$ cat src/rtl/fixed_point_alu_sequencer.sv
// Multi-cycle fixed-point (scale 100) add/sub/mul/div engine with a shared 64-by-32 restoring divider.
// Optional result saturation with an overflow flag is enabled by defining ALU_SATURATE_EN.
module fixed_point_alu_sequencer #(
    parameter int FIXED_POINT_MULTIPLIER = 100,
    parameter int DIV_ITERATIONS         = 64
) (
    input  logic        clock,
    input  logic        reset,
    input  logic        start,
    input  logic [1:0]  alu_op,
    input  logic [31:0] operandF,
    input  logic [31:0] operandS,
    output logic        busy,
    output logic        done,
    output logic [31:0] result,
    output logic        div_by_zero,
    output logic        overflow,
    output logic [1:0]  state_dbg
);

    // Handshake: start is sampled only in IDLE; busy is high from the accepting edge until the
    // edge that raises done; done is a one-cycle pulse during which result and flags are valid.
    localparam logic [1:0] S_IDLE = 2'd0;
    localparam logic [1:0] S_PREP = 2'd1;
    localparam logic [1:0] S_DIV  = 2'd2;
    localparam logic [1:0] S_FIN  = 2'd3;

    localparam int CW = $clog2(DIV_ITERATIONS) + 1;

    logic [1:0]    state;
    logic [1:0]    op_q;
    logic [31:0]   f_q;
    logic [31:0]   s_q;
    logic [63:0]   n_q;
    logic [31:0]   d_q;
    logic [32:0]   rem_q;
    logic [CW-1:0] cnt_q;
    logic          sign_q;

    logic [31:0] abs_f;
    logic [31:0] abs_s;
    logic [63:0] prod;
    logic [63:0] abs_prod;
    logic [32:0] rem_shift;
    logic        q_bit;
    logic [32:0] rem_next;
    logic [31:0] fin_val;
    logic [31:0] addsub_res;
    logic [31:0] fin_res;

    assign state_dbg = state;

    assign abs_f    = f_q[31] ? (~f_q + 32'd1) : f_q;
    assign abs_s    = s_q[31] ? (~s_q + 32'd1) : s_q;
    assign prod     = {{32{f_q[31]}}, f_q} * {{32{s_q[31]}}, s_q};
    assign abs_prod = prod[63] ? (~prod + 64'd1) : prod;

    // The quotient bits shift into the bottom of n_q as the dividend bits leave the top.
    assign rem_shift = (rem_q << 1) | {32'd0, n_q[63]};
    assign q_bit     = rem_shift >= {1'b0, d_q};
    assign rem_next  = q_bit ? (rem_shift - {1'b0, d_q}) : rem_shift;
    assign fin_val   = sign_q ? (~n_q[31:0] + 32'd1) : n_q[31:0];

`ifdef ALU_SATURATE_EN
    logic [32:0] sum33;
    logic        addsub_clamp;
    logic        fin_clamp;

    assign sum33 = op_q[0] ? ({f_q[31], f_q} - {s_q[31], s_q})
                           : ({f_q[31], f_q} + {s_q[31], s_q});
    assign addsub_clamp = sum33[32] ^ sum33[31];
    assign addsub_res   = addsub_clamp ? (sum33[32] ? 32'h8000_0000 : 32'h7fff_ffff) : sum33[31:0];
    assign fin_clamp    = sign_q ? (n_q > 64'h0000_0000_8000_0000) : (n_q > 64'h0000_0000_7fff_ffff);
    assign fin_res      = fin_clamp ? (sign_q ? 32'h8000_0000 : 32'h7fff_ffff) : fin_val;

    always_ff @(posedge clock or posedge reset) begin
        if (reset) begin
            overflow <= 1'b0;
        end else if (state == S_IDLE && start) begin
            overflow <= 1'b0;
        end else if (state == S_PREP && !op_q[1]) begin
            overflow <= addsub_clamp;
        end else if (state == S_FIN) begin
            overflow <= fin_clamp;
        end
    end
`else
    assign addsub_res = op_q[0] ? (f_q - s_q) : (f_q + s_q);
    assign fin_res    = fin_val;
    assign overflow   = 1'b0;
`endif

    always_ff @(posedge clock or posedge reset) begin
        if (reset) begin
            state       <= S_IDLE;
            op_q        <= 2'd0;
            f_q         <= 32'd0;
            s_q         <= 32'd0;
            n_q         <= 64'd0;
            d_q         <= 32'd0;
            rem_q       <= 33'd0;
            cnt_q       <= '0;
            sign_q      <= 1'b0;
            busy        <= 1'b0;
            done        <= 1'b0;
            result      <= 32'd0;
            div_by_zero <= 1'b0;
        end else begin
            done <= 1'b0;
            case (state)
                S_IDLE: begin
                    if (start) begin
                        op_q        <= alu_op;
                        f_q         <= operandF;
                        s_q         <= operandS;
                        div_by_zero <= 1'b0;
                        busy        <= 1'b1;
                        state       <= S_PREP;
                    end
                end
                S_PREP: begin
                    if (!op_q[1]) begin
                        result <= addsub_res;
                        done   <= 1'b1;
                        busy   <= 1'b0;
                        state  <= S_IDLE;
                    end else if (op_q == 2'd3 && s_q == 32'd0) begin
                        result      <= 32'd0;
                        div_by_zero <= 1'b1;
                        done        <= 1'b1;
                        busy        <= 1'b0;
                        state       <= S_IDLE;
                    end else begin
                        // Multiply divides |F*S| by the scale; divide scales |F| up and divides by |S|.
                        if (op_q == 2'd2) begin
                            n_q <= abs_prod;
                            d_q <= 32'(FIXED_POINT_MULTIPLIER);
                        end else begin
                            n_q <= {32'd0, abs_f} * 64'(FIXED_POINT_MULTIPLIER);
                            d_q <= abs_s;
                        end
                        sign_q <= f_q[31] ^ s_q[31];
                        rem_q  <= 33'd0;
                        cnt_q  <= '0;
                        state  <= S_DIV;
                    end
                end
                S_DIV: begin
                    rem_q <= rem_next;
                    n_q   <= {n_q[62:0], q_bit};
                    cnt_q <= cnt_q + CW'(1);
                    if (cnt_q == CW'(DIV_ITERATIONS - 1)) begin
                        state <= S_FIN;
                    end
                end
                S_FIN: begin
                    result <= fin_res;
                    done   <= 1'b1;
                    busy   <= 1'b0;
                    state  <= S_IDLE;
                end
                default: state <= S_IDLE;
            endcase
        end
    end

endmodule

$ cat config.mk
export PLATFORM = sky130hd
export DESIGN_NAME = fixed_point_alu_sequencer
export DESIGN_NICKNAME = d
export VERILOG_FILES = /design/src/rtl/fixed_point_alu_sequencer.sv
export SDC_FILE = /design/constraint.sdc
export NUM_CORES = 2
export LEC_CHECK = 0
export CORE_ASPECT_RATIO = 2
export CORE_MARGIN = 2
export CORE_UTILIZATION = 51
export CTS_CLUSTER_DIAMETER = 40
export DETAILED_ROUTE_END_ITERATION = 8
export GPL_ROUTABILITY_DRIVEN = 0
export PLACE_DENSITY = 0.71
export REMOVE_ABC_BUFFERS = 1
export SYNTH_ARGS = -nofsm -noshare
export SYNTH_HDL_FRONTEND = slang
export SYNTH_SLANG_ARGS = --single-unit
$ cat constraint.sdc
create_clock -name clock -period 20.4 [get_ports clock]
set_clock_uncertainty 0.2 [all_clocks]
set_input_delay 4.08 -clock clock [delete_from_list [all_inputs] [get_ports clock]]
set_output_delay 4.08 -clock clock [all_outputs]
set_load 0.02 [all_outputs]
==> results.py <==
metrics = {
    "worst_setup_path": {
        "critical_path.max_fanout": 42,
        "cpMostUsedCell": "fa_1",
        "worstPathArrival_ps": 11740,
        "cp-endpoint": "n_q[21]",
        "critical_path_class": "flop to flop",
        "crit_required_ps": 20670,
        "timing.rr.start": "s_q[1]",
        "worstSetupStartpoint": "s_q[1]",
        "crit_slowest_cell": "dfrtp_1",
        "r2r_end": "n_q[21]",
        "worstSetupStartpointType": "flop",
        "cp-end-kind": "flop",
        "critPathMaxStageDelay_ps": 1060,
        "rr_worst_depth": 26,
        "r2r_slack_ps": 8920,
    },
    "synthesis": {
        "synthArstFlopShare_pct": 100.0,
        "ys_ff_latch": 239,
        "synth.largest_area_cell": "fa_1",
        "yosys_warnings": 0,
        "ys_types": 99,
        "synth_area_leaders": "fa_1 (39%), dfrtp_1 (11%), ha_1 (7.8%), inv_1 (7.4%), and2_1 (5.7%)",
        "ys.flop_type": "dfrtp_1",
        "synthesis.area_sq_um": 56850,
        "synth_top_area_share_pct": 39.12,
        "avgSynthCellArea_sq_um": 8.952,
        "synth_edf_count": 0,
        "syn_inst": 6351,
        "synth.yosys.seq_area_share_pct": 10.52,
    },
    "sta": {
        "hold_viol_final": 0,
        "setup_viol_count_final": 0,
        "slew_violations": 0,
        "fin_crit_ps": 11480,
        "grt_setup_unrepaired": "false",
        "relSlewSlack_pct": 7.149,
        "hold_ws_ps": 277.6,
        "setup_tns_ps": 0,
        "max_freq_mhz": 87.12,
        "period_share_pct": 56.27,
        "worstMarginPinSlew_ps": 1383,
    },
    "drt": {
        "routed_wl_microns": 177500,
        "viasPerCell": 5.878,
        "first_pass_iters": 6,
        "via_count": 45610,
        "drtIter0Drc": 2828,
        "drc": 0,
        "antenna_left": 0,
        "wl_per_cell_microns": 22.87,
    },
    "power_and_ir_drop": {
        "p_sw_share_pct": 25.57,
        "leakage_uw": 0.02981,
        "internal_power_uw": 938.9,
        "pwr-share-clk_pct": 60.5,
        "power_density_nw_per_um2": 20.75,
        "power_uw": 1262,
        "power_frac_comb_pct": 1.9,
        "sequentialPowerShare_pct": 37.6,
        "p_switching_uw": 322.6,
        "ir_worst_vdd_mv": 0.04626,
    },
    "cts": {
        "cts_root_buf": "clkbuf_16",
        "ctsResizeCount": 0,
        "cts.sinks": 239,
        "cts_hold_buf": 0,
        "htreeDepth": 2,
        "numCtsBuffers": 43,
        "clock_latency_ps": 630,
        "postCtsSetupBuffers": 0,
        "clk_pin_slew_ps": 60,
        "clockBufferDepth": 3,
        "cts_tree": "built",
    },
    "finish": {
        "fillCellCount": 9997,
        "regArea_sq_um": 5983,
        "layout_common_cells": "inv_1 (1126), fa_1 (1111), nand2_1 (778), and2_1 (522), ha_1 (355)",
        "instances_no_fill": 7760,
        "layout.nets": 7771,
        "drive_gt1_share_pct": 4.641,
        "final_common_cell": "inv_1",
        "multi_input_area_sq_um": 45320,
        "area_delta_synth_final_pct": 6.919,
        "postLayoutCoreUtil_pct": 54.85,
    },
    "placement": {
        "numPortBuffers": 105,
        "dp_hpwl_microns": 137900,
        "dp_cells": 7678,
    },
    "floorplanning": {
        "die_area_sq_um": 114300,
        "rows": 173,
        "core_sq_um": 110800,
        "start_util_pct": 51.30,
        "io_pins": 107,
        "die_h_microns": 476.2,
        "die_w_microns": 240.1,
    },
    "global_routing": {
        "grt_pass1_vias": 50200,
        "grt_max_degree": 142,
        "antenna_found_initial": 11,
        "grt_pass1_wl_microns": 277300,
        "grt_usage_pct": 32.12,
        "grt_overflow": 0,
    },
    "flow_run": {
        "max-cap-violations": 0,
    },
    "min_path": {
        "hp-class": "flop to flop",
    },
    "run_status": {
        "status": "complete, no violations",
    },
}
[cells in the mapped netlist, drive strengths merged (9+ instances only)]
master	count
nor2b	20
ha	355
or2	11
o31ai	36
mux2i	34
clkbuf	307
xor2	87
a211oi	36
a22oi	25
o21bai	23
nand2b	45
nand3	70
a21oi	187
nand4	21
and3	22
fa	1111
nand2	778
and2	522
o21ai	261
o22ai	22
a31oi	42
buf	62
xnor2	219
nor4	26
a221oi	9
a32oi	9
o211ai	17
a21o	69
inv	1127
o21a	32
o41ai	20
mux2	59
nor3	62
dfrtp	239
or4	13
or3	40
nor2	219
[cell type report]
cell class                 instances  share of cell area [%]
tap                             1487                   3.061
sequential                       239                   9.843
clock buffer                      48                   1.850
inverter                        1130                   6.990
antenna                            3                 0.01235
multi-input combinational       4613                   74.56
timing repair buffer             209                   3.034
clock inverter                    31                  0.6504
[power by group through the flow]
stage	combinational, uW	clock (uW)	sequential (uW)
floorplan	7.14	0	483
global placement	24.8	0	483
detailed placement	24.8	0	483
CTS	25.1	768	474
global route	26.7	791	474
finish	24.4	763	474
[sequential cells by signal, summed over array words and instances, names as in the netlist, named ones only]
signal / cells
rem_q: 32
busy: 1
s_q: 32
d_q: 32
div_by_zero: 1
done: 1
op_q: 2
cnt_q: 7
n_q: 64
sign_q: 1
result: 32
state_dbg: 1
f_q: 32
[per-stage QoR]
step | cell area (sq um) | setup WS, ps
6_report | 60790 | 8921
5_1_grt | 60780 | 8407
4_1_cts | 60780 | 8974
3_5_place_dp | 59260 | 9018
3_3_place_gp | 59260 | 9211
2_1_floorplan | 55450 | 9516
[worst max-delay path: cells and delay by family (launching register included)]
family	cells	cell delay, ps
xor gates and xnor gates	2	1150
adders and majority gates	9	5040
and+or+nand+nor	3	530
DFF	1	1060
buffers and inverters	3	1300
AOI/OAI and AO/OA	9	2020
[cell families after synthesis]
| logic type | synth area share [%] |
|---|---|
| AOI/OAI and AO/OA | 9.846 |
| other | 0.006596 |
| and+or+nand+nor | 16.29 |
| adders and majority gates | 46.93 |
| xor gates and xnor gates | 4.714 |
| muxes | 1.767 |
| buffers and inverters | 9.921 |
| DFF | 10.52 |
[metal layers]
metal  vias up  routed length [microns]  share of wire, %  GRT usage [%]
li1      19530                        -                 -              -
met1     23160                    54430                31          31.47
met2      1979                    91090                51          56.84
met3       941                    11460               6.5          5.286
met4         8                    20390                11          29.63
met5         -                       82             0.046              0
[how the worst min path moves through the flow]
stage	startpoint	cells after the start	to	slack, ps
2_1_floorplan	d_q[0]	2	d_q[0]	250
3_3_place_gp	result[14]	2	result[14]	260
3_5_place_dp	result[14]	2	result[14]	270
4_1_cts	result[14]	2	result[14]	280
5_1_grt	result[12]	2	result[12]	300
6_report	result[14]	2	result[14]	280
(Power assumes the default switching activity.)
